### src/rtl/map_arb_pkg.sv
// Shared types and constants for the tile-map port B arbiter.
package map_arb_pkg;

  localparam int unsigned MAP_COLS  = 32;
  localparam int unsigned MAP_ROWS  = 36;
  localparam int unsigned MAP_DEPTH = MAP_COLS * MAP_ROWS;

  typedef enum logic [1:0] {
    OP_RD   = 2'd0,
    OP_WR   = 2'd1,
    OP_SWAP = 2'd2
  } op_e;

  typedef enum logic {
    ST_IDLE = 1'b0,
    ST_RESP = 1'b1
  } arb_state_e;

  localparam logic [3:0] TILE_EMPTY  = 4'b1000;
  localparam logic [3:0] TILE_CANDY  = 4'b0001;
  localparam logic [3:0] TILE_COOKIE = 4'b0010;

  function automatic logic tile_in_map(input int unsigned addr);
    return addr < MAP_DEPTH;
  endfunction

endpackage

### src/rtl/map_rr_pick.sv
// Round-robin picker: search starts at ptr+1 and wraps; with prio_en, bit 0 wins outright.
// Latency: combinational. Backpressure: none, pure function of req/ptr.
module map_rr_pick #(
  parameter int NUM_REQ = 5,
  parameter int IDX_W   = 3
) (
  input  logic [NUM_REQ-1:0] req,
  input  logic [IDX_W-1:0]   ptr,
  input  logic               prio_en,
  output logic [NUM_REQ-1:0] gnt,
  output logic [IDX_W-1:0]   idx,
  output logic               any
);

  always_comb begin : pick
    int cand;
    logic [IDX_W-1:0] cand_i;
    cand   = 0;
    cand_i = '0;
    gnt    = '0;
    idx    = '0;
    any    = 1'b0;
    if (prio_en && req[0]) begin
      gnt[0] = 1'b1;
      any    = 1'b1;
    end else begin
      for (int off = 1; off <= NUM_REQ; off++) begin
        cand   = (int'(ptr) + off) % NUM_REQ;
        cand_i = IDX_W'(cand);
        // with priority on, requester 0 is never a round-robin candidate
        if (!any && req[cand_i] && !(prio_en && cand == 0)) begin
          gnt[cand_i] = 1'b1;
          idx         = cand_i;
          any         = 1'b1;
        end
      end
    end
  end

endmodule

### src/rtl/map_port_arbiter.sv
// Shares map BRAM port B among NUM_REQ requesters (RD/WR/atomic SWAP); MAP_ARB_PACMAN_PRIO_EN gives requester 0 precedence.
// Latency: req_ready same cycle as grant, rsp_valid two cycles later; at most one op per two cycles.
// Backpressure: requesters hold req_valid until req_ready; no grant is issued while a response is in flight.
module map_port_arbiter
  import map_arb_pkg::*;
#(
  parameter int NUM_REQ = 5,
  parameter int ADDR_W  = 11,
  parameter int DATA_W  = 4
) (
  input  logic                            vga_pix_clk,
  input  logic                            rst_n,
  input  logic [NUM_REQ-1:0]              req_valid,
  input  logic [NUM_REQ-1:0][1:0]         req_op,
  input  logic [NUM_REQ-1:0][ADDR_W-1:0]  req_addr,
  input  logic [NUM_REQ-1:0][DATA_W-1:0]  req_wdata,
  output logic [NUM_REQ-1:0]              req_ready,
  output logic [NUM_REQ-1:0]              rsp_valid,
  output logic [DATA_W-1:0]               rsp_data,
  output logic                            bram_en,
  output logic                            bram_we,
  output logic [ADDR_W-1:0]               bram_addr,
  output logic [DATA_W-1:0]               bram_din,
  input  logic [DATA_W-1:0]               bram_dout,
  output logic                            addr_err
);

  localparam int IDX_W = (NUM_REQ > 1) ? $clog2(NUM_REQ) : 1;

`ifdef MAP_ARB_PACMAN_PRIO_EN
  localparam logic PRIO_EN = 1'b1;
`else
  localparam logic PRIO_EN = 1'b0;
`endif

  arb_state_e          state_q, state_d;
  logic [IDX_W-1:0]    ptr_q;
  logic [IDX_W-1:0]    w_q;
  op_e                 op_q;
  logic [ADDR_W-1:0]   addr_q;
  logic [DATA_W-1:0]   wdata_q;
  logic                in_map_q;

  logic [NUM_REQ-1:0]  win_gnt;
  logic [IDX_W-1:0]    win_idx;
  logic                win_any;
  op_e                 win_op;
  logic                win_in_map;
  logic                grant;

  map_rr_pick #(
    .NUM_REQ (NUM_REQ),
    .IDX_W   (IDX_W)
  ) u_pick (
    .req     (req_valid),
    .ptr     (ptr_q),
    .prio_en (PRIO_EN),
    .gnt     (win_gnt),
    .idx     (win_idx),
    .any     (win_any)
  );

  assign win_op     = op_e'(req_op[win_idx]);
  assign win_in_map = tile_in_map(32'(req_addr[win_idx]));

  // bram_* are decoded from state so a reset in RESP kills the swap write at once
  always_comb begin
    state_d   = state_q;
    grant     = 1'b0;
    req_ready = '0;
    bram_en   = 1'b0;
    bram_we   = 1'b0;
    bram_addr = '0;
    bram_din  = '0;
    case (state_q)
      ST_IDLE: begin
        if (rst_n && win_any) begin
          grant     = 1'b1;
          req_ready = win_gnt;
          bram_en   = win_in_map;
          bram_addr = req_addr[win_idx];
          if (win_op == OP_WR) begin
            bram_we  = win_in_map;
            bram_din = req_wdata[win_idx];
          end
          state_d = ST_RESP;
        end
      end
      ST_RESP: begin
        if (op_q == OP_SWAP && in_map_q) begin
          bram_en   = 1'b1;
          bram_we   = 1'b1;
          bram_addr = addr_q;
          bram_din  = wdata_q;
        end
        state_d = ST_IDLE;
      end
      default: state_d = ST_IDLE;
    endcase
  end

  always_ff @(posedge vga_pix_clk or negedge rst_n) begin
    if (!rst_n) begin
      state_q   <= ST_IDLE;
      ptr_q     <= IDX_W'(NUM_REQ - 1);
      w_q       <= '0;
      op_q      <= OP_RD;
      addr_q    <= '0;
      wdata_q   <= '0;
      in_map_q  <= 1'b0;
      rsp_valid <= '0;
      rsp_data  <= '0;
      addr_err  <= 1'b0;
    end else begin
      state_q   <= state_d;
      rsp_valid <= '0;
      if (grant) begin
        w_q      <= win_idx;
        op_q     <= win_op;
        addr_q   <= req_addr[win_idx];
        wdata_q  <= req_wdata[win_idx];
        in_map_q <= win_in_map;
        if (!win_in_map) addr_err <= 1'b1;
        if (!(PRIO_EN && win_idx == '0)) ptr_q <= win_idx;
      end
      if (state_q == ST_RESP) begin
        rsp_valid <= NUM_REQ'(1) << w_q;
        rsp_data  <= (op_q != OP_WR && in_map_q) ? bram_dout : '0;
      end
    end
  end

endmodule

### config.mk
export PLATFORM = sky130hd
export DESIGN_NAME = map_port_arbiter
export DESIGN_NICKNAME = d
export VERILOG_FILES = /design/src/rtl/map_arb_pkg.sv /design/src/rtl/map_rr_pick.sv /design/src/rtl/map_port_arbiter.sv
export SDC_FILE = /design/constraint.sdc
export NUM_CORES = 1
export LEC_CHECK = 0
export CAP_MARGIN = 20
export CORE_AREA = 8 8 114 116
export DETAILED_ROUTE_END_ITERATION = 6
export DIE_AREA = 0 0 122 124
export PLACE_DENSITY = 0.79
export SYNTH_ARGS = -nofsm -noshare
export SYNTH_HDL_FRONTEND = slang
export SYNTH_SLANG_ARGS = --single-unit
### constraint.sdc
create_clock -name vga_pix_clk -period 14.1 [get_ports vga_pix_clk]
set_input_delay 2.82 -clock vga_pix_clk [delete_from_list [all_inputs] [get_ports vga_pix_clk]]
set_output_delay 2.82 -clock vga_pix_clk [all_outputs]
set_load 0.01 [all_outputs]
# ---- Yosys cells after proc, flatten, opt, wreduce, memory -nomap -nowiden
# Cells that the tools add are included.
dict set report totals {
  regBits 35
  in_bits 96
  out_inout_bits 32
  word_cells 120
}
dict set report classes {
  addsub 5
  n_div 5
  magnitude_cmp 12
  eq_ne 3
  shifts 1
  mux 61
  bitwise_logic 6
  reduce_logical 17
}
# cell n
set op_table {}
lappend op_table {{$mod 32x4->32 const B} 5}
lappend op_table {{$mux 5} 8}
lappend op_table {{$bmux 11 s3} 1}
lappend op_table {{$mux 11} 3}
lappend op_table {{$lt 3x4->1 const B} 6}
lappend op_table {{$pmux 11 s2} 1}
lappend op_table {{$mux 1} 21}
lappend op_table {{$mux 4} 5}
lappend op_table {{$or 5x5->5} 4}
lappend op_table {{$bmux 1 s3} 5}
lappend op_table {{$demux 1 s3} 5}
lappend op_table {{$ge 3x1->1 const B} 5}
lappend op_table {{$mux 3} 5}
lappend op_table {{$bmux 4 s3} 1}
lappend op_table {{$logic_and 1x1->1} 12}
lappend op_table {{$lt 11x11->1 const B} 1}
lappend op_table {{$add 3x2->4 const B} 2}
lappend op_table {{$add 3x3->4 const B} 2}
lappend op_table {{$pmux 4 s2} 1}
lappend op_table {{$bmux 2 s3} 1}
lappend op_table {{$pmux 1 s2} 3}
lappend op_table {{$shl 1x3->5 const A} 1}
lappend op_table {{$add 3x1->4 const B} 1}
lappend op_table {{$logic_not 1->1} 4}
lappend op_table {{6 further kinds} 7}

# ---- Logic depth before layout (Yosys ltp)
dict set report logic_depth {
  word_depth 23
  mapped_depth 24
  depth_no_buf 20
}

# ---- Modules after synthesis
# A second synthesis with hierarchy kept.
dict set report unflattened {
  cells_unflattened 606
  area_unflattened_um2 4832.1
}
# mod n_inst cells_each area_per_inst_um2 seq_area_each_um2
set modules_own_cells {}
lappend modules_own_cells {map_rr_pick 1 389 2752.6 0.0}
lappend modules_own_cells {map_port_arbiter 1 217 2079.5 827.0}

# ---- Worst setup path before layout
# Ideal clock, no wire load.
dict set report synth_timing {
  path_kind {in2out}
  start {input port req_valid[1]}
  end {output port bram_din[0]}
  arrival_ns 5.904
  required_ns 11.280
  setup_slack_ns 5.376
  stages 16
  path_buffers 4
  cell_sequence {clkbuf_1 mux2i_1 nor2b_1 a2111oi_1 or2_0 buf_2 nor4_4 nor4b_2 a211o_1 a22o_1 buf_4 buf_6 nor3_2 a21oi_1 a21oi_1 a22o_1}
}
dict set report synth_between {
  elab_chain_len 21
  elab_cells_between_ends 37
  cone_classes {eq/ne (1); mux (27); reduce/logical (9)}
}
# item line
set synth_lines {}
lappend synth_lines {{start, declared} map_port_arbiter.sv:13} ;# input logic [NUM_REQ-1:0] req_valid,
lappend synth_lines {{$bmux 1 s3} map_rr_pick.sv:31} ;# if (!any && req[cand_i] && !(prio_en && cand == 0)) begin
lappend synth_lines {{$mux 1 (not written as such)} map_rr_pick.sv:31}
lappend synth_lines {{$mux 1} map_rr_pick.sv:31}
lappend synth_lines {{$logic_not 1->1} map_rr_pick.sv:31}
lappend synth_lines {{$logic_and 1x1->1} map_rr_pick.sv:31}
lappend synth_lines {{$mux 1} map_rr_pick.sv:31}
lappend synth_lines {{$logic_not 1->1} map_rr_pick.sv:31}
lappend synth_lines {{$logic_and 1x1->1} map_rr_pick.sv:31}
lappend synth_lines {{(+5 left out)} -}
lappend synth_lines {{$logic_and 1x1->1} map_rr_pick.sv:31}
lappend synth_lines {{$mux 3} map_rr_pick.sv:31}
lappend synth_lines {{$bmux 2 s3} map_port_arbiter.sv:63} ;# assign win_op = op_e'(req_op[win_idx]);
lappend synth_lines {{$mux 2 (not written as such)} map_port_arbiter.sv:63}
lappend synth_lines {{$eq 2x1->1} map_port_arbiter.sv:82} ;# if (win_op == OP_WR) begin
lappend synth_lines {{$mux 4} map_port_arbiter.sv:82}
lappend synth_lines {{$mux 4 *} map_port_arbiter.sv:77} ;# if (rst_n && win_any) begin
lappend synth_lines {{$pmux 4 s2 *} map_port_arbiter.sv:75} ;# case (state_q)
lappend synth_lines {{end, declared} map_port_arbiter.sv:23} ;# output logic [DATA_W-1:0] bram_din,
# Every way passes the cells marked *; elsewhere a longest branch is shown, timed or not. The select of a mux whose other input is x is not followed.

# ---- Worst setup path after layout
dict set report layout_timing {
  start {register ptr_q[0]}
  end {output port bram_we}
}
dict set report layout_between {
  elab_chain_len 23
  elab_cells_between_ends 48
  cone_classes {add/sub (5); div (5); order compare (1); eq/ne (1); mux (27); reduce/logical (9)}
}
# item line
set layout_lines {}
lappend layout_lines {{start, declared} map_port_arbiter.sv:37} ;# logic [IDX_W-1:0] ptr_q;
lappend layout_lines {{start signal, assigned} map_port_arbiter.sv:105} ;# ptr_q <= IDX_W'(NUM_REQ - 1);
lappend layout_lines {{start signal, assigned} map_port_arbiter.sv:124} ;# if (!(PRIO_EN && win_idx == '0)) ptr_q <= win_idx;
lappend layout_lines {{$add 3x1->4} map_rr_pick.sv:28} ;# cand = (int'(ptr) + off) % NUM_REQ;
lappend layout_lines {{$mod 32x4->32} map_rr_pick.sv:28}
lappend layout_lines {{$bmux 1 s3} map_rr_pick.sv:31}
lappend layout_lines {{$mux 1 (not written as such)} map_rr_pick.sv:31}
lappend layout_lines {{$mux 1} map_rr_pick.sv:31}
lappend layout_lines {{$logic_not 1->1} map_rr_pick.sv:31}
lappend layout_lines {{$logic_and 1x1->1} map_rr_pick.sv:31}
lappend layout_lines {{$mux 1} map_rr_pick.sv:31}
lappend layout_lines {{(+7 left out)} -}
lappend layout_lines {{$logic_and 1x1->1} map_rr_pick.sv:31}
lappend layout_lines {{$mux 3} map_rr_pick.sv:31}
lappend layout_lines {{$bmux 11 s3 or $bmux 2 s3 (tied branches)} {map_port_arbiter.sv:64, map_port_arbiter.sv:63}}
lappend layout_lines {{$mux 11 (not written as such) or $mux 2 (tied branches)} {map_port_arbiter.sv:64, map_port_arbiter.sv:63}}
lappend layout_lines {{$lt 11x11->1 or $eq 2x1->1 (tied branches)} {map_arb_pkg.sv:24, map_port_arbiter.sv:82}}
lappend layout_lines {{$mux 1} map_port_arbiter.sv:82}
lappend layout_lines {{$mux 1 *} map_port_arbiter.sv:77}
lappend layout_lines {{$pmux 1 s2 *} map_port_arbiter.sv:75}
lappend layout_lines {{end, declared} map_port_arbiter.sv:21} ;# output logic bram_we,
# Marked as above.

==> impl_metrics.csv <==
group,metric,value,unit
outcome,outcome,"completed",
floorplan,num_rows,39,
cts,cts_setup_buffers,0,
route,drt_iter0_markers,310,
finish,drive_gt1_share,8.333,%
worst_setup_path,crit_path_start_kind,"flop",
placement,place_hpwl,11.70,mm
synthesis,syn_nets,647,
synthesis,syn_area_per_cell,8.284,um2
global_routing,grt_max_degree,37,
worst_hold_path,min_path_cells,1,
floorplan,die_h,124,um
timing,setup_viol,0,
global_routing,grt_overflow,0,
finish,stdcell_area,0.005832,mm2
placement,placed_area,0.005695,mm2
timing,period_minus_slack,10.75,ns
finish,final_nets,755,
synthesis,synth_compound_area_share,31.90,%
global_routing,antenna_found_initial,0,
worst_setup_path,worst_setup_path_end_kind,"output port",
synthesis,yosys.area.top_type_share,18.34,%
cts,holdBufCountCts,0,
synthesis,synthTopCellsByCount,"a21oi_1, mux2i_1, dfrtp_1, nand2_1, a21o_1",
timing,finalHoldViolations,0,
route,drc,0,
global_routing,grt_pass1_vias,4753,
timing,max_freq,93.02,MHz
floorplan,io_pins,128,
global_routing,top_usage_layer,"met2",
timing,worst_slew_pin_slew,0.9562,ns
global_routing,grt_pass1_wl,23.28,mm
floorplan,die_x,122,um
timing,period_share,76.25,%
global_routing,grtUsageMet3,6.120,%
cts,cts_root_buffer,"clkbuf_16",
timing,fin_skew,0.005879,ns
cts,cts_tree,"done",
synthesis,synthSimpleGateAreaFrac,18.46,%
timing,maxSlewHeadroom,36.18,%
route,ant_nets,0,
floorplan,dieArea,0.01513,mm2
placement,gp_congestion,0.9295,
placement,dp.cells,771,
route,dr.pass1.iters,5,
flow_run,cap_violations,0,
synthesis,syn-cell-area,0.004365,mm2
floorplan,start_util,39.07,%
synthesis,yosysWarnings,0,
route,viasPerCell,5.923,
finish,utilization,52.19,%
synthesis,synth_mux_area_share,14.39,%
route,num_vias,4614,
worst_hold_path,min_path_type,"flop to flop",
cts,clkTransAtPathRegs,0.05,ns
worst_setup_path,path_class,"flop to output port",
synthesis,synth_area_leaders,"dfrtp_1, mux2i_1, ha_1",
route,wl,14.66,mm
worst_hold_path,min_from,"addr_err$_DFFE_PN0P_",
global_routing,grtUsageTotal,18.78,%
worst_setup_path,arrival,7.93,ns
synthesis,synth-adder-area-share,6.879,%
synthesis,yosysMostFrequentCell,"a21oi_1",
worst_setup_path,worstRegToRegCells,20,
synthesis,synth_top_family_by_area,"compound AO/OA/AOI/OAI gates",
worst_setup_path,r2r-start,"ptr_q[0]$_DFFE_PN0P_",
synthesis,synth_edf_count,0,
placement,io_buffers,127,
cts,cts-buffers-inserted,5,
global_routing,use_met2,31.26,%
timing,maxSlewViolCount,0,
timing,rsz0062_at_grt,"no",
global_routing,grt_use_met1,22.94,%
synthesis,seq_area_frac_synth,18.95,%
finish,num_antenna_cells,0,
worst_setup_path,required,11.28,ns
synthesis,synthFlopType,"dfrtp_1",
cts,clk_path_buf_depth,2,
worst_setup_path,reg2reg_slack,6.91,ns
finish,area_growth,33.59,%
synthesis,netlist_instances,527,
cts,worst_skew_pair.late_latency,0.27,ns
timing,setup-tns-final,0,ns
cts,cts_max_level,2,
finish,final-instance-count-excl-fill,779,
synthesis,ys_ff_latch,33,
cts,cts_resized,0,
synthesis,async_flop_share,100.0,%
finish,num-fill-cells,1033,
synthesis,synth.largest_area_cell,"dfrtp_1",
cts,cts_sinks,33,
synthesis,synthXorXnorAreaFrac,3.382,%
worst_hold_path,min_to,"addr_err$_DFFE_PN0P_",
worst_setup_path,rr_endpoint,"addr_err$_DFFE_PN0P_",
synthesis,netlist-cell-type-count,90,
floorplan,core,0.01117,mm2
worst_setup_path,worst-path-max-fanout,36,
route,drt-wirelength-per-cell,18.82,um
## cells in the final DEF (no fill, tap or decap), types with 9 or more instances in the layout
master / instances
mux2i_1: 41
o22ai_1: 10
nand2_1: 32
a21oi_1: 49
dfrtp_1: 32
and2_1: 11
ha_1: 24
nor2_1: 23
nand2b_1: 10
nand3_1: 11
o211ai_1: 9
o21ai_0: 22
inv_1: 27
mux2_2: 16
a21o_1: 28
clkdlybuf4s50_1: 127
## metal layers
metal / part of all wire [%] / vias up
li1: - / 2201
met1: 42 / 2190
met2: 48 / 198
met3: 8.1 / 25
met4: 1.8 / 0
met5: 0 / -
## per-stage QoR
| stage | hold WS, ns | worst slack (ns) |
|---|---|---|
| 2_1_floorplan | 0.4485 | 5.376 |
| 3_3_place_gp | 0.4407 | 3.682 |
| 6_report | 0.4646 | 3.349 |
| 3_5_place_dp | 0.4518 | 3.509 |
| 5_1_grt | 0.4892 | 2.787 |
| 4_1_cts | 0.4624 | 3.455 |
## worst max path at each step
stage,from,end,cells past startpoint
final,ptr_q[0]$_DFFE_PN0P_,bram_we,21
after global routing,ptr_q[0]$_DFFE_PN0P_,bram_we,22
after floorplan,req_valid[1],bram_din[0],16
after detailed placement,req_valid[1],bram_we,14
after global placement,req_valid[3],bram_we,14
after CTS,ptr_q[0]$_DFFE_PN0P_,bram_en,22
## sequential cells by signal, summed over array words and instances, names as in the netlist
signal and flops:
w_q 1, op_q 2, wdata_q 4, rsp_data 4, in_map_q 1, addr_q 11, addr_err 1, rsp_valid 5
state_q 1, ptr_q 3
## cell families after synthesis
group,count (synthesis)
AO/OA/AOI/OAI,197
AND/OR/NAND/NOR,140
flip-flops,33
multiplexers,60
XOR/XNOR,13
buffers and inverters,60
adder cells (fa/ha/maj),24
## area by class of cell
type                            count  area (um2)  area share, %
Tap cell                          143       178.9          3.068
Sequential cell                    33       827.0          14.18
Multi-Input combinational cell    434        3276          56.17
Clock buffer                        8       136.4          2.339
Timing Repair Buffer              131        1301          22.31
Inverter                           30       112.6          1.931
## critical path: stages (launching register included)
cell and delay (ns):
dfrtp_1 0.35, buf_4 0.26, inv_1 0.48, ha_1 0.58, xor2_1 0.59, a311oi_1 0.20
nor3_2 0.21, ha_1 0.31, nand2b_1 0.15, o211ai_1 0.13, o211ai_1 0.14, o211ai_1 0.56
mux2i_1 0.36, nor3b_1 0.12, nor4b_2 0.52, nand2_1 0.15, a22o_2 0.58, a221o_1 0.39
o21ai_0 0.52, a31oi_1 0.22, o31ai_2 0.20, clkdlybuf4s50_1 0.58
Power is not shown: default switching activity piles up to over one toggle a cycle in this logic, so the estimate is an artifact.
==> patch, RTL diff (same settings) <==
`NUM_REQ` is set to 5 in 2 places; all go to 4.
--- a/src/rtl/map_rr_pick.sv
+++ b/src/rtl/map_rr_pick.sv
@@ -3,3 +3,3 @@
 module map_rr_pick #(
-  parameter int NUM_REQ = 5,
+  parameter int NUM_REQ = 4,
   parameter int IDX_W   = 3
--- a/src/rtl/map_port_arbiter.sv
+++ b/src/rtl/map_port_arbiter.sv
@@ -6,3 +6,3 @@
 #(
-  parameter int NUM_REQ = 5,
+  parameter int NUM_REQ = 4,
   parameter int ADDR_W  = 11,
Ports: changed (6 resized); port bits go from 128 to 108. The function was not compared with the original's and may differ.
==> patch against the original RTL <==
- die area stayed put
- synthesized area fell by 38%
- setup slack better by 1200 ps
- routed wire length is 38% lower
- final cell count decreased by 29%
- largest cell class unchanged
- core utilization is 16 points lower
- sequential cell count fell by 1
- critical path depth is 11 lower
- register-to-register slack improved by 2900 ps
- final area fell by 31%
==> patch: results (changes against the original RTL) <==
| Metric | Value |
|---|---|
| Multi-input gate share of total cell area | `0.428 (-0.133)` |
| Sequential cell area fraction in the yosys report | `0.298 (+0.109)` |
| Syn_nets | `402 (-38%)` |
| Worst vdd ir | `about 0.12 mV` |
| Routed met1 length | `3.98 mm (-36%)` |
| #MultiIn Comb | `249 (-43%)` |
| Top post-synthesis cells by count | `nand2_1 (67), dfrtp_1 (30), nor2_1 (23), o21ai_0 (20), mux2i_1 (17)` |
| Status | `finished clean` |
| Yosys reg bits | `32 (-3.0%)` |
| Vias/cell | `4.79 (-19%)` |
| Cell variety after synth | `59 (-34%)` |
| DR iter-0 viols | `142 (-54%)` |
| Gpl congestion | `0.882 (-5.1%)` |
| Antenna violations before repair | `0 (unchanged)` |
| Arr. time, crit path | `6730 ps (-1200 ps)` |
| Gr usage total | `0.119 (-0.0686)` |
| Nets | `498 (-34%)` |
| Post-DP HPWL | `7.01 mm (-40%)` |
| Slowest Stage Delay on Critical Path | `730 ps (+140 ps)` |
| Adder-cell share of the synthesized area | `0.0372 (-0.0316)` |
| CP max stage cell | `mux4_2` |
| Max Buffers Root-to-Sink | `2 (unchanged)` |
| Register Area | `803 µm² (-2.9%)` |
| Post-synthesis xor/xnor area fraction | `0 (-0.0338)` |
| Number of flip-flops in the largest register | `11 (unchanged)` |
| P_int | `0.518 mW` |
| Mux contribution to synthesized area | `0.168 (+0.0238)` |
| Plain + repair buffers | `110 (-16%)` |
| Invs w/o clock | `14 (-53%)` |
| Primary FF master, synth | `dfrtp_1` |
| Final-layout fill cell count | `1151 (+11%)` |
| Largest net degree at the start of global routing | `35 (-5.4%)` |
| CP delay by family, top | `buffers and inverters` |
| IO Port Bufs | `107 (-16%)` |
| Complex-gate fraction of the synthesized area | `0.223 (-0.0956)` |
| Data buffer area share | `0.272 (+0.0491)` |
| WL met2 | `4.29 mm (-39%)` |
| Router iterations before antenna repair | `4 (-1)` |
| WL/cell | `16.4 µm (-13%)` |
| Measured slew at the worst slew-check pin | `749 ps (-207 ps)` |
| Ratio of cells with drive above 1 in the final layout | `0.123 (+0.0402)` |
| Vias in the first global route | `2754 (-42%)` |
| Clock-cell share | `0.0417 (+0.0184)` |
| Total length of routed met3 wires | `749 µm (-37%)` |
| CP Max Fanout | `30 (-17%)` |
| First-pass GRT wire length | `14.4 mm (-38%)` |
| Clk_skew | `3.05 ps (-2.83 ps)` |
| Synth area leaders | `dfrtp_1 (28%), nand2_1 (9.3%), mux2i_1 (6.3%), mux2_4 (5.0%), ha_1 (3.7%)` |
-- patch: cell types whose count changed after synthesis, moves of 8 or more --
cell	change
a21o_1	-23
a21oi_1	-42
and2_1	-10
ha_1	-16
inv_1	-13
mux2_2	-9
mux2_4	+8
mux2i_1	-24
nand2_1	+35
nand2b_1	-8
nand3_1	-8
o211ai_1	-8
xnor2_1	-8
-- patch: metrics by stage --
stage	instances	hold WS [ps]	worst slack [ps]	util	cell area, µm²
after floorplan	316	446	6280	-	2690
after global placement	548	447	4580	0.344	3850
after detailed placement	548	444	4530	0.344	3850
after CTS	556	456	4520	0.359	4020
after global routing	556	489	4370	0.359	4020
final	556	458	4550	0.359	4020
-- patch: final timing paths --
path                                 startpoint                endpoint  slack [ps]  depth (start not counted)
setup / recovery                   req_valid[3]                 bram_we        4550                         10
hold / removal             addr_err$_DFFE_PN0P_    addr_err$_DFFE_PN0P_         460                          1
setup reg to reg           ptr_q[0]$_DFFE_PN1P_  wdata_q[3]$_DFFE_PN0P_        9800                          9
hold reg to reg            addr_err$_DFFE_PN0P_    addr_err$_DFFE_PN0P_         460                          1
max in group asynchronous                 rst_n    ptr_q[0]$_DFFE_PN1P_       10790                          2
min in group asynchronous                 rst_n   addr_q[0]$_DFFE_PN0P_        2980                          2
-- patch: cells by family (layout without fill, tap and decap cells) --
logic type,Yosys count,in the layout
compound gates,83,83
simple gates,122,122
fa+ha+maj,8,8
mux,36,36
flops,32,32
buf+inv,35,132
-- patch: per-layer routing --
layer,up-vias,GRT usage
met5,-,0
met4,0,0.0262
li1,1320,-
met1,1220,0.157
met2,117,0.193
met3,7,0.0299
